`src/rtl/mem_rd_arbiter_if.sv`:
```
// AXI4-Lite read-channel bundle (AR + R).
// One instance per master port and one for the shared slave port.
interface mem_rd_arbiter_if #(
   parameter int ADDR_W = 32,
   parameter int DATA_W = 32
);
   logic [ADDR_W-1:0] araddr;
   logic              arvalid;
   logic              arready;
   logic [DATA_W-1:0] rdata;
   logic [1:0]        rresp;
   logic              rvalid;
   logic              rready;

   // A beat transfers on a rising edge where valid and ready are both 1.
   // Once valid is raised, it and its payload hold until that edge.
   // Ready may rise or fall freely and may depend on valid.
   modport master (
      output araddr, arvalid, rready,
      input  arready, rdata, rresp, rvalid
   );
   modport slave (
      input  araddr, arvalid, rready,
      output arready, rdata, rresp, rvalid
   );
endinterface

```
`src/rtl/mem_rd_arbiter.sv`:
```
// Round-robin IFU/LSU read arbiter in front of one AXI4-Lite read port.
// One read is in flight at a time. New grants wait while an LSU write is outstanding.
module mem_rd_arbiter #(
   parameter int ADDR_W = 32,
   parameter int DATA_W = 32
) (
   input  logic             clk,
   input  logic             rst,
   input  logic             wr_pending_i,
   mem_rd_arbiter_if.slave  ifu,
   mem_rd_arbiter_if.slave  lsu,
   mem_rd_arbiter_if.master s,
   output logic [1:0]       state_o,
   output logic             owner_o
);
   typedef enum logic [1:0] {
      IDLE = 2'd0,
      ADDR = 2'd1,
      DATA = 2'd2
   } state_e;

   state_e            state_q, state_d;
   logic              owner_q, owner_d;
   logic              last_q, last_d;
   logic [ADDR_W-1:0] addr_q, addr_d;
   logic              grant;
   logic              lsu_wins;
   logic              own_rready;

   always_ff @(posedge clk) begin
      if (!rst) begin
         state_q <= IDLE;
         owner_q <= 1'b0;
         last_q  <= 1'b0;
         addr_q  <= '0;
      end else begin
         state_q <= state_d;
         owner_q <= owner_d;
         last_q  <= last_d;
         addr_q  <= addr_d;
      end
   end

   always_comb begin
      state_d    = state_q;
      owner_d    = owner_q;
      last_d     = last_q;
      addr_d     = addr_q;
      // On a tie, the master that did not own the previous read wins.
      lsu_wins   = lsu.arvalid && (!ifu.arvalid || !last_q);
      grant      = (state_q == IDLE) && !wr_pending_i && (ifu.arvalid || lsu.arvalid);
      own_rready = owner_q ? lsu.rready : ifu.rready;
      case (state_q)
         IDLE: begin
            if (grant) begin
               state_d = ADDR;
               owner_d = lsu_wins;
               addr_d  = lsu_wins ? lsu.araddr : ifu.araddr;
            end
         end
         ADDR: begin
            if (s.arready) state_d = DATA;
         end
         DATA: begin
            if (s.rvalid && own_rready) begin
               state_d = IDLE;
               last_d  = owner_q;
            end
         end
         default: state_d = IDLE;
      endcase
   end

   // Handshake outputs are held low while reset is asserted.
   assign ifu.arready = rst && grant && !lsu_wins;
   assign lsu.arready = rst && grant && lsu_wins;
   assign s.araddr    = addr_q;
   assign s.arvalid   = rst && (state_q == ADDR);
   assign s.rready    = rst && (state_q == DATA) && own_rready;
   assign ifu.rvalid  = rst && (state_q == DATA) && !owner_q && s.rvalid;
   assign lsu.rvalid  = rst && (state_q == DATA) && owner_q && s.rvalid;
   assign ifu.rdata   = s.rdata;
   assign ifu.rresp   = s.rresp;
   assign lsu.rdata   = s.rdata;
   assign lsu.rresp   = s.rresp;
   assign state_o     = state_q;
   assign owner_o     = owner_q;
endmodule
```
`src/flat_wrapper.sv`:
```
// flat-port wrapper written by rule: the top's interface ports become plain ports
module mem_rd_arbiter_flat 
#(
   parameter int ADDR_W = 32,
   parameter int DATA_W = 32
)
  (clk, rst, wr_pending_i, state_o, owner_o, ifu_araddr, ifu_arvalid, ifu_rready, ifu_arready, ifu_rdata, ifu_rresp, ifu_rvalid, lsu_araddr, lsu_arvalid, lsu_rready, lsu_arready, lsu_rdata, lsu_rresp, lsu_rvalid, s_araddr, s_arvalid, s_rready, s_arready, s_rdata, s_rresp, s_rvalid);
  mem_rd_arbiter_if #(.ADDR_W(ADDR_W), .DATA_W(DATA_W)) ifu_i ();
  mem_rd_arbiter_if #(.ADDR_W(ADDR_W), .DATA_W(DATA_W)) lsu_i ();
  mem_rd_arbiter_if #(.ADDR_W(ADDR_W), .DATA_W(DATA_W)) s_i ();
  input  logic clk;
  input  logic rst;
  input  logic wr_pending_i;
  output logic [1:0] state_o;
  output logic owner_o;
  input wire logic [$bits(ifu_i.araddr)-1:0] ifu_araddr;
  input wire logic [$bits(ifu_i.arvalid)-1:0] ifu_arvalid;
  input wire logic [$bits(ifu_i.rready)-1:0] ifu_rready;
  output wire logic [$bits(ifu_i.arready)-1:0] ifu_arready;
  output wire logic [$bits(ifu_i.rdata)-1:0] ifu_rdata;
  output wire logic [$bits(ifu_i.rresp)-1:0] ifu_rresp;
  output wire logic [$bits(ifu_i.rvalid)-1:0] ifu_rvalid;
  input wire logic [$bits(lsu_i.araddr)-1:0] lsu_araddr;
  input wire logic [$bits(lsu_i.arvalid)-1:0] lsu_arvalid;
  input wire logic [$bits(lsu_i.rready)-1:0] lsu_rready;
  output wire logic [$bits(lsu_i.arready)-1:0] lsu_arready;
  output wire logic [$bits(lsu_i.rdata)-1:0] lsu_rdata;
  output wire logic [$bits(lsu_i.rresp)-1:0] lsu_rresp;
  output wire logic [$bits(lsu_i.rvalid)-1:0] lsu_rvalid;
  output wire logic [$bits(s_i.araddr)-1:0] s_araddr;
  output wire logic [$bits(s_i.arvalid)-1:0] s_arvalid;
  output wire logic [$bits(s_i.rready)-1:0] s_rready;
  input wire logic [$bits(s_i.arready)-1:0] s_arready;
  input wire logic [$bits(s_i.rdata)-1:0] s_rdata;
  input wire logic [$bits(s_i.rresp)-1:0] s_rresp;
  input wire logic [$bits(s_i.rvalid)-1:0] s_rvalid;
  assign ifu_i.araddr = ifu_araddr;
  assign ifu_i.arvalid = ifu_arvalid;
  assign ifu_i.rready = ifu_rready;
  assign ifu_arready = ifu_i.arready;
  assign ifu_rdata = ifu_i.rdata;
  assign ifu_rresp = ifu_i.rresp;
  assign ifu_rvalid = ifu_i.rvalid;
  assign lsu_i.araddr = lsu_araddr;
  assign lsu_i.arvalid = lsu_arvalid;
  assign lsu_i.rready = lsu_rready;
  assign lsu_arready = lsu_i.arready;
  assign lsu_rdata = lsu_i.rdata;
  assign lsu_rresp = lsu_i.rresp;
  assign lsu_rvalid = lsu_i.rvalid;
  assign s_araddr = s_i.araddr;
  assign s_arvalid = s_i.arvalid;
  assign s_rready = s_i.rready;
  assign s_i.arready = s_arready;
  assign s_i.rdata = s_rdata;
  assign s_i.rresp = s_rresp;
  assign s_i.rvalid = s_rvalid;
  mem_rd_arbiter #(.ADDR_W(ADDR_W), .DATA_W(DATA_W)) u_core (.clk(clk), .rst(rst), .wr_pending_i(wr_pending_i), .ifu(ifu_i), .lsu(lsu_i), .s(s_i), .state_o(state_o), .owner_o(owner_o));
endmodule
```
`config.mk`:
```
export PLATFORM = sky130hd
export DESIGN_NAME = mem_rd_arbiter_flat
export DESIGN_NICKNAME = d
export VERILOG_FILES = /design/src/rtl/mem_rd_arbiter_if.sv /design/src/rtl/mem_rd_arbiter.sv /design/src/flat_wrapper.sv
export SDC_FILE = /design/constraint.sdc
export NUM_CORES = 1
export LEC_CHECK = 0
export BUFFER_PORTS_ARGS = -buffer_cell sky130_fd_sc_hd__buf_2
export CAP_MARGIN = 20
export CORE_ASPECT_RATIO = 0.8
export CORE_MARGIN = 8
export CORE_UTILIZATION = 40
export DETAILED_ROUTE_END_ITERATION = 10
export HOLD_SLACK_MARGIN = 0.1
export PLACE_DENSITY = 0.87
export RECOVER_POWER = 100
export SYNTH_ARGS = -nofsm -noshare
export SYNTH_HDL_FRONTEND = slang
export SYNTH_SLANG_ARGS = --single-unit
```
`constraint.sdc`:
```
create_clock -name clk -period 3.6 [get_ports clk]
set_clock_uncertainty 0.1 [all_clocks]
set_input_delay 0.18 -clock clk [delete_from_list [all_inputs] [get_ports clk]]
set_output_delay 0.18 -clock clk [all_outputs]
set_load 0.01 [all_outputs]
```
Word level (Yosys, flattened, before mapping)

Cells that the tools add are included.

Equal/unequal tests: 5
Muxes and demuxes: 6
Reductions and logical operators: 25

Operators by type and width:

| operator                                      | count |
|---|---|
| two-way mux 32 bit                            | 1 |
| logical AND 1 bit                             | 14 |
| two-way mux 2 bit                             | 3 |
| one-hot mux 2 bit (3 select lines)            | 1 |
| zero test 1 bit                               | 5 |
| != test 2 x 1 -> 1 bit, second input constant | 2 |
| AND reduction 2 bit                           | 2 |
| AND reduction 3 bit                           | 1 |
| == test 2 x 1 -> 1 bit, second input constant | 1 |
| == test 2 bit, second input constant          | 1 |
| zero test 2 bit                               | 1 |
| logical OR 1 bit                              | 2 |
| != test 2 bit, second input constant          | 1 |
| two-way mux 1 bit                             | 1 |

Register bits: 36
Input port bits: 107
Output and inout bits: 109
Logic and storage cells: 40

Logic depth before layout (Yosys ltp)

Gate-level depths: netlist of the first run.

Depth after elaboration: 5
Mapped depth: 5

Worst setup path before layout of the first run

Ideal clock, no wire load.

Path type: reg-to-output
Start: reg u_core.state_q[1], in the netlist u_core.state_o[1]
End: out ifu_arready
Data arrival time: 1.504 ns
Required time: 3.320 ns
Setup slack: 1.816 ns
Cell stages (with the launch flop): 6
Buffers on the path: 3
Cell sequence: dfxtp_1 clkbuf_1 or4_4 buf_6 buf_6 nor2_1

Word-level cells in the longest chain between the ends: 5

Ends and longest elaborated chain:

| item                            | line                 | text |
|---|---|---|
| start: declaration              | mem_rd_arbiter.sv:22 | `state_e state_q, state_d;` |
| start signal: assignment        | mem_rd_arbiter.sv:37 | `state_q <= state_d;` |
| zero test 2 bit                 | mem_rd_arbiter.sv:51 | `grant = (state_q == IDLE) && !wr_pending_i && (ifu.arvalid \|\| lsu.arvalid);` |
| logical AND 1 bit (2 in series) | mem_rd_arbiter.sv:51 |  |
| logical AND 1 bit (2 in series) | mem_rd_arbiter.sv:75 | `assign ifu.arready = rst && grant && !lsu_wins;` |
| end: declaration                | flat_wrapper.sv:19   | `output wire logic [$bits(ifu_i.arready)-1:0] ifu_arready;` |

Every way passes these cells.

Final worst setup path of the first run

Start: in rst
End: out lsu_arready

Word-level cells in the longest chain between the ends: 2

Ends and longest elaborated chain:

| item                            | line                 | text |
|---|---|---|
| start: declaration              | flat_wrapper.sv:12   | `input logic rst;` |
| logical AND 1 bit (2 in series) | mem_rd_arbiter.sv:76 | `assign lsu.arready = rst && grant && lsu_wins;` |
| end: declaration                | flat_wrapper.sv:26   | `output wire logic [$bits(lsu_i.arready)-1:0] lsu_arready;` |

Every way passes these cells.

==> flow_summary.toml, run 1 <==
[outcome]
status = "complete, no violations"

[detailed_routing]
routed_via_density = 4.73
route.detailed.drc = 0
drt_wl_total_um = 6420
drt_iter0_markers = 23
vias = 1796
dr.pass1.iters = 4
wl_per_cell_um = 16.9
detail-route-antenna-nets = 0

[synthesis]
synth_top_cell_by_area = "dfxtp_1"
ys_top_cells_by_area = "dfxtp_1 32%, buf_4 22%, o2bb2ai_2 16%"
synthTopCellsByCount = "68 x buf_4, 36 x dfxtp_1, 33 x mux2i_1, 25 x o2bb2ai_2, 7 x buf_2"
synth.net_count = 315
synth.avg_cell_area_um2 = 10.9
synthesis.area_mm2 = 0.00228
synthArstFlopShare_pct = 0
ys_ff_latch = 36
ys_warn_count = 0
synth.most_common_cell = "buf_4"
synthCells = 208
synth_edf_count = 0
ys_seq_area_share_pct = 31.7
synth_top_flop_cell = "dfxtp_1"
synth.distinct_cells = 23
synth_top_area_share_pct = 31.7

[grt]
use_met1_pct = 14.1
top_usage_layer = "met2"
track_usage_pct = 15.3
antenna_found_initial = 0
grt_overflow = 0
grt_max_degree = 37
first_global_vias = 2059
grt_pass1_wl_um = 10200
globalRouteMet3Util_pct = 8.33
met2_usage_pct = 27.0

[timing]
fin_crit_sh_pct = 69.7
fin_crit_ns = 2.51
slew_viol_final = 0
setup_viol = 0
layout_setup_ws_ns = 1.09
setup-tns-final_ns = 0
finalHoldViolations = 0
worst_pin_slew_ns = 0.922
fin_hold_ws_ns = 0.102
rsz0062_at_grt = "no"
achievable-frequency_mhz = 399
slew_headroom_pct = 38.5

[place]
io_buffers = 113
dp_hpwl_um = 4120
gp_congestion = 0.713
dp_slack_ns = 1.59
postPlaceCellArea_mm2 = 0.00236

[cts]
cts_hold_buffers = 52
cts_tree = "done"
clock_path_buffers = 2
ctsResizeCount = 0
clkLatencyLatePin_ns = 0.28
clock-sinks = 36
cts_max_level = 2
path_clk_slew_ns = 0.08
postCtsSetupBuffers = 0
cts_buffers = 5
cts-root-buf = "clkbuf_8"

[finish]
antenna-diode-count = 0
seq_area_um2 = 721
layout-drive-gt1-share_pct = 35.8
final_area_mm2 = 0.00291
syn_to_final_growth_pct = 28.0
multi_input_area_um2 = 933
nNetsFinal = 408
fillers = 513

[worst_setup_path]
start_kind = "input port"
path_max_fanout = 36
crit_type = "in2out"
cp.arrival_ns = 2.23
end_kind = "output port"
cp.required_ns = 3.32

[floorplan]
row_count = 24
die_y_um = 83.5
num_io_pins = 216
fp.dieW_um = 100
dieArea_mm2 = 0.00837
start_util_pct = 41.6
core_area_mm2 = 0.00547

[power]
power.density_mw_per_mm2 = 359
peakVddDrop_mv = 0.259
power_w = 0.00105
leakage_nw = 1.26

[worst_hold_path]
hp-class = "in2reg"

[flow_run]
drv_cap = 0
[state kept, by name, indices dropped and copies added, names as in the netlist]
signal and cells:
u_core.last_q 1, u_core.owner_o 1, u_core.s.araddr 32, u_core.state_o 2
[through the flow]
step | cells | utilization, %
2_1_floorplan | 208 | -
3_3_place_gp | 320 | 43.3
3_5_place_dp | 320 | 43.3
4_1_cts | 380 | 54.8
5_1_grt | 380 | 53.3
6_report | 380 | 53.3
[critical path: stages]
cell and delay [ns]:
dlygate4sd3_1 0.53, clkbuf_1 0.22, nand2b_1 0.15, or4_4 0.78, nor2_1 0.18, clkbuf_1 0.17
[kinds of logic (layout without fill, tap and decap cells)]
| kind of cell | Yosys count | in the layout | synth area share (%) |
|---|---|---|---|
| buf+inv | 82 | 176 | 26.4 |
| compound gates | 38 | 38 | 23.0 |
| flops | 36 | 36 | 31.7 |
| mux | 34 | 34 | 15.0 |
| simple gates | 18 | 18 | 3.85 |
[layout by cell type (no fill, tap or decap), drive strengths merged]
cell type / n
o41a: 1
o31ai: 1
bufinv: 1
o2bb2ai: 32
mux2i: 33
a21boi: 1
buf: 73
dlygate4sd3: 52
nand2: 6
a21oi: 1
mux2: 1
nand2b: 2
clkbuf: 46
nor2: 6
clkinvlp: 1
nand4b: 1
a2bb2o: 1
inv: 2
clkinv: 1
nor3: 2
dfxtp: 36
o21a: 1
or4: 1
[power by group]
part | switching, W | internal (W) | leakage (nW)
clock network | 0.000151 | 0.000205 | 0.0541
registers | 0.0000228 | 0.000427 | 0.295
logic | 0.000110 | 0.000130 | 0.914
total | 0.000284 | 0.000762 | 1.26
[cell type report]
| class | instances | share of cell area (%) |
|---|---|---|
| multi-input combinational | 90 | 32.0 |
| tap | 78 | 3.35 |
| sequential | 36 | 24.7 |
| clock inverter | 3 | 1.46 |
| timing repair buffer | 166 | 35.8 |
| clock buffer | 5 | 2.36 |
| inverter | 2 | 0.258 |
[routing by layer]
layer	share of wire, %	wire length, um
met3	11	692
met5	0	0
met2	51	3290
met4	2.6	165
met1	35	2270
[path summary, 6_finish.rpt]
| path | from | end | slack (ns) | depth (start not counted) |
|---|---|---|---|---|
| min | ifu_araddr[28] | u_core.s.araddr[28]$_SDFFE_PN0P_ | 0.10 | 3 |
| max | rst | lsu_arready | 1.09 | 6 |
| max reg2reg | u_core.last_q$_SDFFE_PN0P_ | u_core.s.araddr[12]$_SDFFE_PN0P_ | 1.11 | 5 |
| min reg2reg | u_core.s.araddr[9]$_SDFFE_PN0P_ | u_core.s.araddr[9]$_SDFFE_PN0P_ | 0.37 | 1 |
Note: power is estimated with default switching activity, not from simulation.
==> run 2, diff against run 1 <==
Settings changed: CORE_UTILIZATION 40 to 33, PLACE_DENSITY 0.87 to 0.77.
Clock period 3.6 ns to 2.26 ns, I/O delays scaled along.
==> flow_summary.toml, run 2 (same netlist as run 1, synthesis figures left out) <==
[grt]
antenna_found_initial = 0
grt_max_degree = 24
first_global_vias = 2207
grt_pass1_wl_um = 10600
track_usage_pct = 13.4
grt_overflow = 0

[outcome]
status = "complete, no violations"

[finish]
largest_reg_flops = 32
seq_area_um2 = 721
postLayoutCoreUtil_pct = 45.9
layout-drive-gt1-share_pct = 34.9
most-common-layout-cells = "73 x buf_2, 69 x dlygate4sd3_1, 39 x clkbuf_1"
multi_input_area_um2 = 937
fillers = 650
nNetsFinal = 430
final_area_mm2 = 0.00312
layout_commonest_cell = "buf_2"
syn_to_final_growth_pct = 37.1

[worst_setup_path]
end_kind = "flip-flop"
cp.required_ns = 2.39
path_max_fanout = 12
crit_type = "in2reg"
cp.arrival_ns = 2.30
start_kind = "input port"

[timing]
slew_headroom_pct = 66.5
worst_pin_slew_ns = 0.503
fin_crit_ns = 2.17
fin_crit_sh_pct = 96.0
fin_hold_ws_ns = 0.126
setup_viol = 0
achievable-frequency_mhz = 461
finalHoldViolations = 0
slew_viol_final = 0
setup-tns-final_ns = 0
rsz0062_at_grt = "no"

[floorplan]
die_y_um = 90.3
num_io_pins = 216
core_area_mm2 = 0.00679
fp.dieW_um = 109
dieArea_mm2 = 0.00983
start_util_pct = 33.5
row_count = 27

[power]
p_int_w = 0.00114
combinationalPowerShare_pct = 26.7
power.density_mw_per_mm2 = 513
sw_frac_of_total_pct = 28.9
leakage_nw = 1.36
p_sw_w = 0.000462
pwr-share-seq_pct = 44.9
peakVddDrop_mv = 0.212
clkPwrFrac_pct = 28.5

[detailed_routing]
dr.pass1.iters = 4
vias = 1914
drt_iter0_markers = 33
wl_per_cell_um = 16.5
route.detailed.drc = 0
drt_wl_total_um = 6800
routed_via_density = 4.65
detail-route-antenna-nets = 0

[cts]
clock_path_buffers = 2
clkLatencyLatePin_ns = 0.28
cts-root-buf = "clkbuf_8"
clock-sinks = 36
postCtsSetupBuffers = 0
cts_tree = "done"
path_clk_slew_ns = 0.07
cts_max_level = 2
cts_buffers = 5

[place]
dp_hpwl_um = 4340
postPlaceCellArea_mm2 = 0.00242
io_buffers = 113
gp_congestion = 0.729

[worst_hold_path]
hp-class = "in2out"

[flow_run]
drv_cap = 0
==> run 2: cell count changes in the layout (fill, tap and decap cells not counted), moves of 2 or more <==
cell and change:
dlygate4sd3_1 +17, o2bb2ai_2 -4, o2bb2ai_1 +3, buf_4 +2
clkbuf_1 -2, clkbuf_2 +2
==> run 2: worst paths after layout <==
path / startpoint / to / slack, ns / cells after the start
min: s_rdata[31] / ifu_rdata[31] / 0.13 / 0
max: rst / u_core.state_o[0]$_SDFFE_PN0P_ / 0.09 / 6
max reg2reg: u_core.state_o[0]$_SDFFE_PN0P_ / u_core.state_o[0]$_SDFFE_PN0P_ / 0.15 / 4
min reg2reg: u_core.s.araddr[18]$_SDFFE_PN0P_ / u_core.s.araddr[18]$_SDFFE_PN0P_ / 0.37 / 1
==> run 2: cell type report <==
| class | count | share of cell area, % |
|---|---|---|
| well taps | 87 | 3.49 |
| clock buffers | 5 | 2.21 |
| diodes | 1 | 0.0802 |
| multi-input cells | 91 | 30.0 |
| repair buffers | 187 | 40.2 |
| clock inverters | 3 | 0.602 |
| inverters | 2 | 0.241 |
| flip-flops and latches | 36 | 23.1 |
==> run 2: what timing repair did <==
action / CTS / global route
endpoints found under the setup margin: 0 / 1
hold endpoints to repair: 35 / 0
gates resized for setup: 0 / 0
hold buffers: 69 / 0
==> run 2: power groups by stage <==
stage | combinational, W | clock [W] | sequential (W)
2_1_floorplan | 0.000288 | 0 | 0.000749
3_3_place_gp | 0.000318 | 0 | 0.000730
3_5_place_dp | 0.000328 | 0 | 0.000730
4_1_cts | 0.000439 | 0.000481 | 0.000717
5_1_grt | 0.000462 | 0.000503 | 0.000724
6_report | 0.000426 | 0.000456 | 0.000717
==> run 2: critical path, stage by stage <==
cell and delay, ns:
dlygate4sd3_1 0.51, buf_2 0.16, nand2b_1 0.16, or4_4 0.68, o31ai_1 0.11, dlygate4sd3_1 0.57
==> run 2: routing by layer <==
layer / up-vias / part of all wire [%] / wire length (um) / track usage [%]
met5: - / 0 / 0 / 0
met2: 104 / 50 / 3420 / 23.9
met1: 880 / 39 / 2620 / 13.0
met3: 30 / 8.9 / 603 / 5.92
met4: 0 / 2.1 / 146 / 5.69
li1: 900 / - / - / -
==> run 2: metrics by stage <==
step	setup WS, ns	cells	power, W
CTS	0.102	410	0.00164
floorplan	0.543	208	0.00104
detailed placement	0.440	333	0.00106
global route	0.0122	411	0.00169
global placement	0.499	333	0.00105
finish	0.0895	412	0.00160
==> run 3, diff against run 2 <==
Settings changed: CORE_ASPECT_RATIO 0.8 to not set, RECOVER_POWER 100 to not set.
==> flow_summary.toml, run 3 (same netlist as run 1, synthesis figures left out) <==
[cts]
clkLatencyLatePin_ns = 0.28
cts-root-buf = "clkbuf_8"
clock-sinks = 36
cts_max_level = 2
cts_tree = "done"
clock_path_buffers = 2
path_clk_slew_ns = 0.07
cts_buffers = 5
ctsResizeCount = 0

[timing]
slew_viol_final = 0
finalHoldViolations = 0
slew_headroom_pct = 66.1
rsz0062_at_grt = "no"
fin_crit_sh_pct = 94.0
setup-tns-final_ns = 0
layout_setup_ws_ns = 0.136
worst_pin_slew_ns = 0.508
setup_viol = 0
achievable-frequency_mhz = 471
fin_crit_ns = 2.12

[place]
gp_congestion = 0.805
io_buffers = 113
dp_hpwl_um = 4610
dp_slack_ns = 0.404

[floorplan]
dieArea_mm2 = 0.00981
num_io_pins = 216
fp.dieW_um = 99.0
die_y_um = 99.0
row_count = 30
start_util_pct = 33.9
core_area_mm2 = 0.00672

[finish]
layout-drive-gt1-share_pct = 48.9
layout_commonest_cell = "buf_2"
fillers = 600
most-common-layout-cells = "113 x buf_2, 69 x dlygate4sd3_1, 36 x dfxtp_1"
syn_to_final_growth_pct = 41.8
largest_reg_flops = 32
nNetsFinal = 431

[power]
leakage_nw = 1.54
peakVddDrop_mv = 0.269
power.density_mw_per_mm2 = 536

[worst_setup_path]
rrSetupSlack_ns = 0.19
rr_endpoint = "u_core.state_o[0]$_SDFFE_PN0P_"
cp.depth = 6
crit_family = "buffers and inverters"
path_max_fanout = 8
rr_startpoint = "u_core.state_o[0]$_SDFFE_PN0P_"
crit_slowest_cell = "or4_4"
r2r.worst_path.cells = 4
critPathMaxStageDelay_ns = 0.62
critPathLaunch = "rst"
worstPathCellList = "dlygate4sd3_1 -> buf_2 -> nand2b_1 -> or4_4 -> o31ai_1 -> dlygate4sd3_1"
end_kind = "flip-flop"
cp.required_ns = 2.39
cp.arrival_ns = 2.26
start_kind = "input port"
critical_path.endpoint = "u_core.state_o[0]$_SDFFE_PN0P_"
critPathBufInv = 3
cp_common_cell = "dlygate4sd3_1"
crit_type = "in2reg"

[detailed_routing]
drt_wl_total_um = 7300
routed_via_density = 4.66
route.detailed.drc = 0
dr.pass1.iters = 4
vias = 1893
detail-route-antenna-nets = 0
drt_iter0_markers = 67
wl_per_cell_um = 18.0

[grt]
first_global_vias = 2181
grt_pass1_wl_um = 11100
grt_overflow = 0
antenna_found_initial = 1
track_usage_pct = 14.2
grt_max_degree = 23

[flow_run]
drv_cap = 0

[outcome]
status = "complete, no violations"

[worst_hold_path]
hp-class = "in2out"
run 3: what timing repair did:
item	in CTS	in global routing
buffers inserted	0	2
hold buffers	69	0
setup endpoints to repair	0	1
endpoints found under the hold margin	35	0
run 3: worst min path at each step:
stage / endpoint / start / slack [ns] / cells past startpoint
3_3_place_gp: ifu_rdata[12] / s_rdata[12] / 0.13 / 0
5_1_grt: ifu_rdata[13] / s_rdata[13] / 0.13 / 0
4_1_cts: ifu_rdata[12] / s_rdata[12] / 0.13 / 0
6_report: ifu_rdata[13] / s_rdata[13] / 0.13 / 0
2_1_floorplan: u_core.state_o[0]$_SDFFE_PN0P_ / s_arready / 0.11 / 1
3_5_place_dp: ifu_rdata[12] / s_rdata[12] / 0.13 / 0
run 3: per-stage QoR:
stage	hold slack (ns)	instances	instance area (um2)	total power, W	util (%)
3_5_place_dp	0.126	325	2400	0.00106	35.8
2_1_floorplan	0.114	208	2280	0.00104	-
3_3_place_gp	0.126	325	2400	0.00105	35.8
4_1_cts	0.126	402	3200	0.00173	47.6
6_report	0.126	406	3230	0.00173	48.0
5_1_grt	0.126	406	3230	0.00183	48.0
run 3: where the power goes:
| part | internal (W) | total (W) | switching (W) |
|---|---|---|---|
| Clock | 0.000327 | 0.000562 | 0.000235 |
| Combinational | 0.000260 | 0.000449 | 0.000190 |
| Sequential | 0.000681 | 0.000718 | 0.0000374 |
| Total | 0.00127 | 0.00173 | 0.000462 |
run 3: worst register-to-register path: stages, from the launching register on:
cell and delay (ns):
dfxtp_1 0.36, nand2b_1 0.27, or4_4 0.62, o31ai_1 0.09, dlygate4sd3_1 0.57
run 3: cell type report:
class | count | area [um2] | area share, %
antenna | 1 | 2.50 | 0.0775
clock buffer | 6 | 72.6 | 2.25
clock inverter | 2 | 35.0 | 1.09
inverter | 2 | 7.51 | 0.233
multi-input combinational | 91 | 975 | 30.2
sequential | 36 | 721 | 22.3
tap | 80 | 100 | 3.10
timing repair buffer | 188 | 1310 | 40.7
run 3: routing by layer:
layer	vias up	GRT usage, %	part of all wire (%)
met5	-	0	0
met2	124	26.1	51
met1	843	12.6	35
met4	0	6.38	3.3
li1	895	-	-
met3	31	7.26	11
